===== src/rtl/unified_mem_arbiter_if.sv =====
// -----------------------------------------------------------------------------
// unified_mem_arbiter_if
//
// Bundles every handshake signal around the unified memory arbiter:
//   - instruction-fetch requester  (if_*)  read-only
//   - data-memory requester        (d_*)   load/store
//   - shared single-ported memory  (mem_*)
//
// Modports:
//   master : the arbiter side. Takes both requesters' requests and the memory
//            response, drives acks/read data/stalls and the memory request.
//   slave  : the environment side (pipeline stages plus memory model), the
//            mirror image of master.
//
// Parameters:
//   ADDR_W : address width of both requesters and the memory port
//   DATA_W : data width, a multiple of 8 (byte enables are DATA_W/8 wide)
// -----------------------------------------------------------------------------
interface unified_mem_arbiter_if #(
    parameter int ADDR_W = 32,
    parameter int DATA_W = 32
);
    // Instruction-fetch port
    logic                  if_req;
    logic [ADDR_W-1:0]     if_addr;
    logic                  if_ack;
    logic [DATA_W-1:0]     if_rdata;
    logic                  if_stall;

    // Data port
    logic                  d_req;
    logic                  d_we;
    logic [ADDR_W-1:0]     d_addr;
    logic [DATA_W-1:0]     d_wdata;
    logic [DATA_W/8-1:0]   d_be;
    logic                  d_ack;
    logic [DATA_W-1:0]     d_rdata;
    logic                  d_stall;

    // Shared status
    logic                  err;

    // Memory port
    logic                  mem_req;
    logic                  mem_we;
    logic [ADDR_W-1:0]     mem_addr;
    logic [DATA_W-1:0]     mem_wdata;
    logic [DATA_W/8-1:0]   mem_be;
    logic [DATA_W-1:0]     mem_rdata;
    logic                  mem_ready;

    modport master (
        input  if_req, if_addr,
        input  d_req, d_we, d_addr, d_wdata, d_be,
        input  mem_rdata, mem_ready,
        output if_ack, if_rdata, if_stall,
        output d_ack, d_rdata, d_stall,
        output err,
        output mem_req, mem_we, mem_addr, mem_wdata, mem_be
    );

    modport slave (
        output if_req, if_addr,
        output d_req, d_we, d_addr, d_wdata, d_be,
        output mem_rdata, mem_ready,
        input  if_ack, if_rdata, if_stall,
        input  d_ack, d_rdata, d_stall,
        input  err,
        input  mem_req, mem_we, mem_addr, mem_wdata, mem_be
    );

endinterface


===== src/rtl/unified_mem_arbiter.sv =====
// -----------------------------------------------------------------------------
// unified_mem_arbiter
//
// Shares one single-ported unified memory between the instruction-fetch
// requester (read-only) and the data-memory requester (load/store) of the
// 5-stage pipeline. One request is served at a time: the winner's command is
// latched into the mem_* registers, the memory handshake is sequenced, and a
// one-cycle acknowledge with read data is returned to the winner. Per-port
// stall signals are produced for the pipeline's freeze logic.
//
// Ports:
//   clk    : system clock, rising edge
//   reset  : asynchronous, active-low reset
//   bus    : unified_mem_arbiter_if.master
//              if_req/if_addr            -> if_ack/if_rdata/if_stall
//              d_req/d_we/d_addr/d_wdata/d_be -> d_ack/d_rdata/d_stall
//              err (high with the ack of a timed-out transaction)
//              mem_req/mem_we/mem_addr/mem_wdata/mem_be -> memory
//              mem_rdata/mem_ready       <- memory
//
// Parameters:
//   ADDR_W  : address width (default 32)
//   DATA_W  : data width, multiple of 8 (default 32)
//   TIMEOUT : max cycles waiting for mem_ready before abort, 1..255 (default 255)
//
// Build option:
//   ARB_ROUND_ROBIN_EN : when defined, a 1-bit priority pointer decides
//                        simultaneous requests and flips to the losing port
//                        after each completed grant. When undefined, the data
//                        port always wins a simultaneous request.
//
// Timing: request sampled in IDLE (cycle 0), mem_req high from cycle 1,
// mem_ready in cycle k gives the ack in cycle k+1. RESP is always followed by
// an IDLE cycle, so the other port always gets a chance to win.
// -----------------------------------------------------------------------------
module unified_mem_arbiter #(
    parameter int ADDR_W  = 32,
    parameter int DATA_W  = 32,
    parameter int TIMEOUT = 255
) (
    input  logic                    clk,
    input  logic                    reset,
    unified_mem_arbiter_if.master   bus
);

    // Last counter value before the transaction is abandoned.
    localparam logic [7:0] CNT_LAST = 8'(TIMEOUT - 1);

    typedef enum logic [1:0] {
        IDLE,
        WAIT,
        RESP
    } state_t;

    state_t     state;
    logic [7:0] wait_cnt;
    logic       owner_d;    // 1: data port owns the current transaction
    logic       grant_d;    // 1: data port wins the IDLE-cycle decision

    // ------------------------------------------------------------------
    // Winner selection
    // ------------------------------------------------------------------
`ifdef ARB_ROUND_ROBIN_EN
    // prio_d = 1 means the data port wins a tie. It flips to the port that
    // lost after every completed grant, bounding fetch starvation behind
    // back-to-back stores to one transaction.
    logic prio_d;

    always_comb begin
        grant_d = bus.d_req & (prio_d | ~bus.if_req);
    end
`else
    // The data port holds the older instruction; letting it win avoids a
    // deadlock where MEM waits on a fetch that waits on MEM.
    always_comb begin
        grant_d = bus.d_req;
    end
`endif

    // Stalls drop in the same cycle the ack is presented.
    assign bus.if_stall = bus.if_req & ~bus.if_ack;
    assign bus.d_stall  = bus.d_req  & ~bus.d_ack;

    // ------------------------------------------------------------------
    // Transaction sequencer: IDLE -> WAIT -> RESP -> IDLE
    // All outputs are registered here.
    // ------------------------------------------------------------------
    always_ff @(posedge clk or negedge reset) begin
        if (!reset) begin
            state         <= IDLE;
            wait_cnt      <= 8'd0;
            owner_d       <= 1'b0;
            bus.mem_req   <= 1'b0;
            bus.mem_we    <= 1'b0;
            bus.mem_addr  <= '0;
            bus.mem_wdata <= '0;
            bus.mem_be    <= '0;
            bus.if_ack    <= 1'b0;
            bus.d_ack     <= 1'b0;
            bus.err       <= 1'b0;
            bus.if_rdata  <= '0;
            bus.d_rdata   <= '0;
`ifdef ARB_ROUND_ROBIN_EN
            prio_d        <= 1'b1;
`endif
        end else begin
            case (state)
                IDLE: begin
                    if (bus.if_req || bus.d_req) begin
                        owner_d       <= grant_d;
                        // A fetch never writes: force we/wdata/be to 0.
                        bus.mem_we    <= grant_d & bus.d_we;
                        bus.mem_addr  <= grant_d ? bus.d_addr  : bus.if_addr;
                        bus.mem_wdata <= grant_d ? bus.d_wdata : '0;
                        bus.mem_be    <= grant_d ? bus.d_be    : '0;
                        wait_cnt      <= 8'd0;
                        bus.mem_req   <= 1'b1;
                        state         <= WAIT;
                    end
                end

                WAIT: begin
                    // Command registers are untouched here, so mem_* stay
                    // stable and requester-side changes are ignored.
                    if (bus.mem_ready) begin
                        bus.mem_req <= 1'b0;
                        if (owner_d) begin
                            bus.d_rdata <= bus.mem_rdata;
                            bus.d_ack   <= 1'b1;
                        end else begin
                            bus.if_rdata <= bus.mem_rdata;
                            bus.if_ack   <= 1'b1;
                        end
                        state <= RESP;
                    end else if (wait_cnt == CNT_LAST) begin
                        // Abort: still acknowledge the owner so the pipeline
                        // unfreezes, but flag the error and return zero data.
                        bus.mem_req <= 1'b0;
                        bus.err     <= 1'b1;
                        if (owner_d) begin
                            bus.d_rdata <= '0;
                            bus.d_ack   <= 1'b1;
                        end else begin
                            bus.if_rdata <= '0;
                            bus.if_ack   <= 1'b1;
                        end
                        state <= RESP;
                    end else begin
                        wait_cnt <= wait_cnt + 8'd1;
                    end
                end

                RESP: begin
                    // The ack/err set on entry are visible for exactly this
                    // cycle; the mandatory IDLE that follows blocks
                    // back-to-back grants.
                    bus.if_ack <= 1'b0;
                    bus.d_ack  <= 1'b0;
                    bus.err    <= 1'b0;
`ifdef ARB_ROUND_ROBIN_EN
                    prio_d     <= ~owner_d;
`endif
                    state      <= IDLE;
                end

                default: begin
                    bus.mem_req <= 1'b0;
                    bus.if_ack  <= 1'b0;
                    bus.d_ack   <= 1'b0;
                    bus.err     <= 1'b0;
                    state       <= IDLE;
                end
            endcase
        end
    end

endmodule


===== src/flat_wrapper.sv =====
// flat-port wrapper written by rule: the top's interface ports become plain ports
module unified_mem_arbiter_flat 
#(
    parameter int ADDR_W  = 32,
    parameter int DATA_W  = 32,
    parameter int TIMEOUT = 255
)
  (clk, reset, bus_if_req, bus_if_addr, bus_d_req, bus_d_we, bus_d_addr, bus_d_wdata, bus_d_be, bus_mem_rdata, bus_mem_ready, bus_if_ack, bus_if_rdata, bus_if_stall, bus_d_ack, bus_d_rdata, bus_d_stall, bus_err, bus_mem_req, bus_mem_we, bus_mem_addr, bus_mem_wdata, bus_mem_be);
  unified_mem_arbiter_if #(.ADDR_W(ADDR_W), .DATA_W(DATA_W)) bus_i ();
  input  logic clk;
  input  logic reset;
  input wire logic [$bits(bus_i.if_req)-1:0] bus_if_req;
  input wire logic [$bits(bus_i.if_addr)-1:0] bus_if_addr;
  input wire logic [$bits(bus_i.d_req)-1:0] bus_d_req;
  input wire logic [$bits(bus_i.d_we)-1:0] bus_d_we;
  input wire logic [$bits(bus_i.d_addr)-1:0] bus_d_addr;
  input wire logic [$bits(bus_i.d_wdata)-1:0] bus_d_wdata;
  input wire logic [$bits(bus_i.d_be)-1:0] bus_d_be;
  input wire logic [$bits(bus_i.mem_rdata)-1:0] bus_mem_rdata;
  input wire logic [$bits(bus_i.mem_ready)-1:0] bus_mem_ready;
  output wire logic [$bits(bus_i.if_ack)-1:0] bus_if_ack;
  output wire logic [$bits(bus_i.if_rdata)-1:0] bus_if_rdata;
  output wire logic [$bits(bus_i.if_stall)-1:0] bus_if_stall;
  output wire logic [$bits(bus_i.d_ack)-1:0] bus_d_ack;
  output wire logic [$bits(bus_i.d_rdata)-1:0] bus_d_rdata;
  output wire logic [$bits(bus_i.d_stall)-1:0] bus_d_stall;
  output wire logic [$bits(bus_i.err)-1:0] bus_err;
  output wire logic [$bits(bus_i.mem_req)-1:0] bus_mem_req;
  output wire logic [$bits(bus_i.mem_we)-1:0] bus_mem_we;
  output wire logic [$bits(bus_i.mem_addr)-1:0] bus_mem_addr;
  output wire logic [$bits(bus_i.mem_wdata)-1:0] bus_mem_wdata;
  output wire logic [$bits(bus_i.mem_be)-1:0] bus_mem_be;
  assign bus_i.if_req = bus_if_req;
  assign bus_i.if_addr = bus_if_addr;
  assign bus_i.d_req = bus_d_req;
  assign bus_i.d_we = bus_d_we;
  assign bus_i.d_addr = bus_d_addr;
  assign bus_i.d_wdata = bus_d_wdata;
  assign bus_i.d_be = bus_d_be;
  assign bus_i.mem_rdata = bus_mem_rdata;
  assign bus_i.mem_ready = bus_mem_ready;
  assign bus_if_ack = bus_i.if_ack;
  assign bus_if_rdata = bus_i.if_rdata;
  assign bus_if_stall = bus_i.if_stall;
  assign bus_d_ack = bus_i.d_ack;
  assign bus_d_rdata = bus_i.d_rdata;
  assign bus_d_stall = bus_i.d_stall;
  assign bus_err = bus_i.err;
  assign bus_mem_req = bus_i.mem_req;
  assign bus_mem_we = bus_i.mem_we;
  assign bus_mem_addr = bus_i.mem_addr;
  assign bus_mem_wdata = bus_i.mem_wdata;
  assign bus_mem_be = bus_i.mem_be;
  unified_mem_arbiter #(.ADDR_W(ADDR_W), .DATA_W(DATA_W), .TIMEOUT(TIMEOUT)) u_core (.clk(clk), .reset(reset), .bus(bus_i));
endmodule

===== config.mk =====
export PLATFORM = sky130hd
export DESIGN_NAME = unified_mem_arbiter_flat
export DESIGN_NICKNAME = d
export VERILOG_FILES = /design/src/rtl/unified_mem_arbiter_if.sv /design/src/rtl/unified_mem_arbiter.sv /design/src/flat_wrapper.sv
export SDC_FILE = /design/constraint.sdc
export NUM_CORES = 1
export LEC_CHECK = 0
export ABC_AREA = 1
export CAP_MARGIN = 20
export CORE_UTILIZATION = 25
export DETAILED_ROUTE_END_ITERATION = 6
export PLACE_DENSITY = 0.61
export SETUP_SLACK_MARGIN = 0.5
export SKIP_LAST_GASP = 1
export SYNTH_ARGS = -nofsm -noshare
export SYNTH_HDL_FRONTEND = slang
export SYNTH_SLANG_ARGS = --single-unit

===== constraint.sdc =====
create_clock -name clk -period 2.37 [get_ports clk]
set_input_delay 0.474 -clock clk [delete_from_list [all_inputs] [get_ports clk]]
set_output_delay 0.474 -clock clk [all_outputs]
set_load 0.05 [all_outputs]

Word level (Yosys, flattened, before mapping)

Index checks and enable logic that the tools add are counted.

Register bits after elaboration: 148
Input port bits: 138
Output and inout bits: 139

Add/subtract/negate cells: 1
Equal/unequal tests: 8
Mux-type cells: 34
Bitwise logic cells: 8
Reductions and logical operators: 12

Operators with widths:

| kind                                                  | count |
|---|---|
| two-way mux 32 bit                                    | 10 |
| two-way mux 8 bit                                     | 3 |
| case mux 8 bit (2 select lines)                       | 1 |
| AND reduction 3 bit                                   | 4 |
| two-way mux 1 bit                                     | 11 |
| adder 8 x 1 -> 8 bit, second input constant           | 1 |
| equality test 8 bit, second input constant            | 1 |
| two-way mux 2 bit                                     | 3 |
| case mux 1 bit (2 select lines)                       | 3 |
| AND reduction 2 bit                                   | 3 |
| NOT 1 bit                                             | 5 |
| two-way mux 4 bit                                     | 1 |
| inequality test 2 x 1 -> 1 bit, second input constant | 2 |
| inequality test 2 bit, second input constant          | 2 |
| case mux 2 bit (2 select lines)                       | 1 |
| AND reduction 4 bit                                   | 1 |
| nonzero test 2 bit                                    | 2 |
| bitwise AND 1 bit                                     | 3 |
| inequality test 3 x 2 -> 1 bit, second input constant | 1 |
| case mux 1 bit (3 select lines)                       | 1 |
| equality test 2 x 1 -> 1 bit, second input constant   | 1 |
| equality test 2 bit, second input constant            | 1 |
| logical NOT 2 bit                                     | 1 |
| logical OR 1 bit                                      | 1 |

Depth between registers and ports, before layout

Word-level depth: 4
Depth in mapped cells: 10
Depth with buffers taken out: 9

Least setup slack after synthesis

Ideal clock, no wire load.

Kind: input to output
From: in bus_d_req
To: out bus_d_stall
Arrival: 1.576 ns
Required time: 1.896 ns
Setup slack: 0.320 ns
Stages on the path: 4
Path buffers: 2
Path through: buf_2 > inv_1 > buf_1 > nor2_1

Longest elaborated chain between the ends: 1

RTL lines:

| what              | line                      | source |
|---|---|---|
| from (decl)       | flat_wrapper.sv:14        | `input wire logic [$bits(bus_i.d_req)-1:0] bus_d_req;` |
| bitwise AND 1 bit | unified_mem_arbiter.sv:82 | `assign bus.d_stall = bus.d_req & ~bus.d_ack;` |
| to (decl)         | flat_wrapper.sv:26        | `output wire logic [$bits(bus_i.d_stall)-1:0] bus_d_stall;` |

No other way between the ends.

Final worst setup path

From: in bus_if_req
To: out bus_if_stall

Longest elaborated chain between the ends: 1

RTL lines:

| what              | line                      | source |
|---|---|---|
| from (decl)       | flat_wrapper.sv:12        | `input wire logic [$bits(bus_i.if_req)-1:0] bus_if_req;` |
| bitwise AND 1 bit | unified_mem_arbiter.sv:81 | `assign bus.if_stall = bus.if_req & ~bus.if_ack;` |
| to (decl)         | flat_wrapper.sv:23        | `output wire logic [$bits(bus_i.if_stall)-1:0] bus_if_stall;` |

No other way between the ends.

==> impl_metrics.py <==
metrics = {
    "worst_setup_path": {
        "worstPathRequired_ns": 1.90,
        "crit_path_end_kind": "output port",
        "critPathMaxFanout": 2,
        "path_class": "in -> out",
        "r2r_cells": 9,
        "r2r_end": "u_core.bus.if_rdata[15]$_DFFE_PN0P_",
        "cp-start-kind": "input port",
        "rrSetupSlack_ns": 0.57,
        "arrival_ns": 1.34,
        "r2r-start": "u_core.wait_cnt[0]$_DFFE_PN0P_",
    },
    "yosys": {
        "yosysUniqueCellTypes": 25,
        "synth_nets": 870,
        "yosysSeqAreaShare_pct": 57.9,
        "yosys_warnings": 0,
        "ys_ff_latch": 148,
        "syn_area_per_cell_um2": 8.76,
        "synth_cells": 730,
        "netlist_area_um2": 6390,
    },
    "clock_tree": {
        "cts_sinks": 148,
        "clockBufferDepth": 2,
        "htreeDepth": 4,
        "insertion_delay_ns": 0.41,
        "cts_tree": "yes",
        "cts_buffers": 17,
        "clock-root-buffer": "clkbuf_16",
        "clk_pin_slew_ns": 0.06,
    },
    "sta": {
        "hold_viol": 0,
        "rsz0062_at_grt": "true",
        "max_freq_mhz": 550,
        "tns_ns": 0,
        "slew_headroom_pct": 54.5,
        "worst_hold_slack_ns": 0.427,
        "setup_ws_ns": 0.553,
        "slew_viol_final": 0,
        "finalClockSkew_ns": 0.00839,
        "worstMarginPinSlew_ns": 0.682,
        "finalSetupViolations": 0,
        "finalCriticalPeriod_ns": 1.82,
        "fin_crit_sh_pct": 76.7,
    },
    "layout": {
        "multiInputGateArea_um2": 2350,
        "fill_cells": 2655,
        "final_nets": 1126,
        "seqCellArea_um2": 3700,
        "layout-drive-gt1-share_pct": 6.81,
        "syn_to_final_growth_pct": 54.5,
        "final_area_um2": 9880,
    },
    "floorplanning": {
        "die-area_um2": 26200,
        "start_util_pct": 25.5,
        "die_w_um": 162,
        "die_h_um": 162,
        "rows": 58,
        "core_area_um2": 25100,
        "io_pins": 277,
    },
    "placement": {
        "placed_area_um2": 9450,
        "pre_cts_ws_ns": 0.399,
        "io_buffer_count": 276,
        "hpwl_mm": 13.4,
        "place_congestion": 0.800,
    },
    "worst_hold_path": {
        "hold_path_class": "reg -> reg",
        "hp-start": "u_core.state[1]$_DFFE_PN0P_",
        "holdPathStages": 1,
        "min_to": "u_core.bus.err$_DFFE_PN0P_",
    },
    "power_and_ir_drop": {
        "p_leak_nw": 4.93,
        "pwr-share-clk_pct": 17.1,
        "power_frac_comb_pct": 54.6,
        "p_sw_mw": 8.11,
        "p_seq_share_pct": 28.3,
        "ir_drop_v": 0.000762,
        "p_int_mw": 7.14,
        "powerDensity_nw_per_um2": 1540,
        "p_sw_share_pct": 53.2,
    },
    "run": {
        "drv_cap": 0,
    },
    "run_status": {
        "outcome": "finished, final reports clean",
    },
    "routing": {
        "drtAntennaViolNets": 0,
        "viasPerCell": 4.48,
        "dr.pass1.iters": 7,
        "num_vias": 5965,
        "drtIter0Drc": 428,
        "drt-total-wl_mm": 20.4,
        "wl_per_cell_um": 15.3,
        "drc": 0,
    },
    "global_routing": {
        "grt_pass1_vias": 5930,
        "gr-total-overflow": 0,
        "grt_pass1_wl_mm": 31.9,
        "grtUsageTotal_pct": 15.5,
        "grt_max_degree": 71,
        "antenna_found_initial": 1,
    },
}
[per-stage QoR]
step,utilization [%],power (mW),instances
2_1_floorplan,-,10.3,730
3_3_place_gp,37.7,13.5,1295
3_5_place_dp,37.7,13.5,1295
4_1_cts,39.3,15.4,1328
5_1_grt,39.3,16.2,1329
6_report,39.3,15.2,1330
[power groups by stage]
stage / sequential [mW] / combinational [mW] / clock [mW]
floorplan: 8.16 / 2.11 / 0
global placement: 4.35 / 9.11 / 0
detailed placement: 4.36 / 9.16 / 0
CTS: 4.31 / 8.39 / 2.73
global route: 4.47 / 8.86 / 2.83
finish: 4.31 / 8.32 / 2.61
[state kept, by name, summed over array words and instances, names as in the netlist, 2 cells and up]
signal and flops:
u_core.wait_cnt 8, u_core.bus.d_rdata 32, u_core.bus.if_rdata 32, u_core.bus.mem_be 4, u_core.bus.mem_wdata 32, u_core.bus.mem_addr 32
u_core.state 2
[Yosys cell counts (all sizes together)]
master	n	area, um2
a21o	1	7.51
o21ai	5	25.0
dfrtp	148	3700
buf	38	249
a21oi	5	25.0
nand3	55	300
inv	13	48.8
a31oi	33	206
ha	2	25.0
o21bai	1	7.51
nand2	300	1150
nor2	46	178
clkinv	1	3.75
clkbuf	17	63.8
nand4	64	400
nor3	1	5.00
[worst max-delay path by stage]
stage | start | to | slack [ns] | depth (start not counted)
after global placement | bus_if_req | u_core.bus.mem_addr[27]$_DFFE_PN0P_ | 0.44 | 6
final | bus_if_req | bus_if_stall | 0.55 | 4
after floorplan | bus_d_req | bus_d_stall | 0.54 | 4
after CTS | u_core.bus.mem_addr[0]$_DFFE_PN0P_ | bus_mem_addr[0] | 0.49 | 1
after detailed placement | bus_if_req | u_core.bus.mem_addr[29]$_DFFE_PN0P_ | 0.40 | 6
after global routing | u_core.wait_cnt[0]$_DFFE_PN0P_ | u_core.bus.if_rdata[11]$_DFFE_PN0P_ | 0.38 | 9
[final cells by class]
cell class              count  area share [%]
flip-flops and latches    148            37.5
repair buffers            291            28.2
multi-input cells         514            23.7
clock buffers              18            4.34
well taps                 330            4.18
clock inverters            14            1.43
inverters                  14           0.532
diodes                      1          0.0253
[worst max-delay path: stages]
cell and delay [ns]:
clkdlybuf4s50_1 0.50, inv_1 0.08, nor2_2 0.14, buf_12 0.15
[cell families (layout without fill, tap and decap cells)]
| group | count (synthesis) | in the layout | synth area share (%) |
|---|---|---|---|
| fa+ha+maj | 2 | 2 | 0.391 |
| buf+inv | 69 | 337 | 5.71 |
| flops | 148 | 148 | 57.9 |
| other cells | 0 | 1 | 0 |
| simple gates | 466 | 467 | 31.7 |
| compound gates | 45 | 45 | 4.25 |
[routing by layer]
| metal | GRT usage, % | vias to the layer above | part of all wire (%) |
|---|---|---|---|
| li1 | - | 2937 | - |
| met1 | 19.8 | 2779 | 44 |
| met2 | 24.1 | 234 | 45 |
| met3 | 6.18 | 15 | 10 |
| met4 | 4.76 | 0 | 1.1 |
| met5 | 0 | - | 0 |
[cells in the final DEF, fill, tap and decap left out, types with 3 or more instances in the layout]
master,synthesis,layout
a21oi_1,5,5
a31oi_1,33,33
buf_12,0,8
buf_4,9,9
clkbuf_16,0,17
clkdlybuf4s15_1,0,5
clkdlybuf4s50_1,0,134
clkinv_4,0,3
dfrtp_1,148,148
dlygate4sd2_1,0,129
inv_1,11,11
inv_6,0,5
inv_8,0,3
nand2_1,294,294
nand2_2,5,5
nand3_1,53,53
nand4_1,64,64
nor2_1,44,42
nor2_2,2,3
o21ai_0,3,3
[repair_timing]
action                     CTS  global route
setup endpoints to repair  137            68
gates cloned                 0             1
hold endpoints to repair    34             0
hold buffers                 1             0
gates resized for setup    138             8
setup buffers                0             0
(Power assumes the default switching activity.)
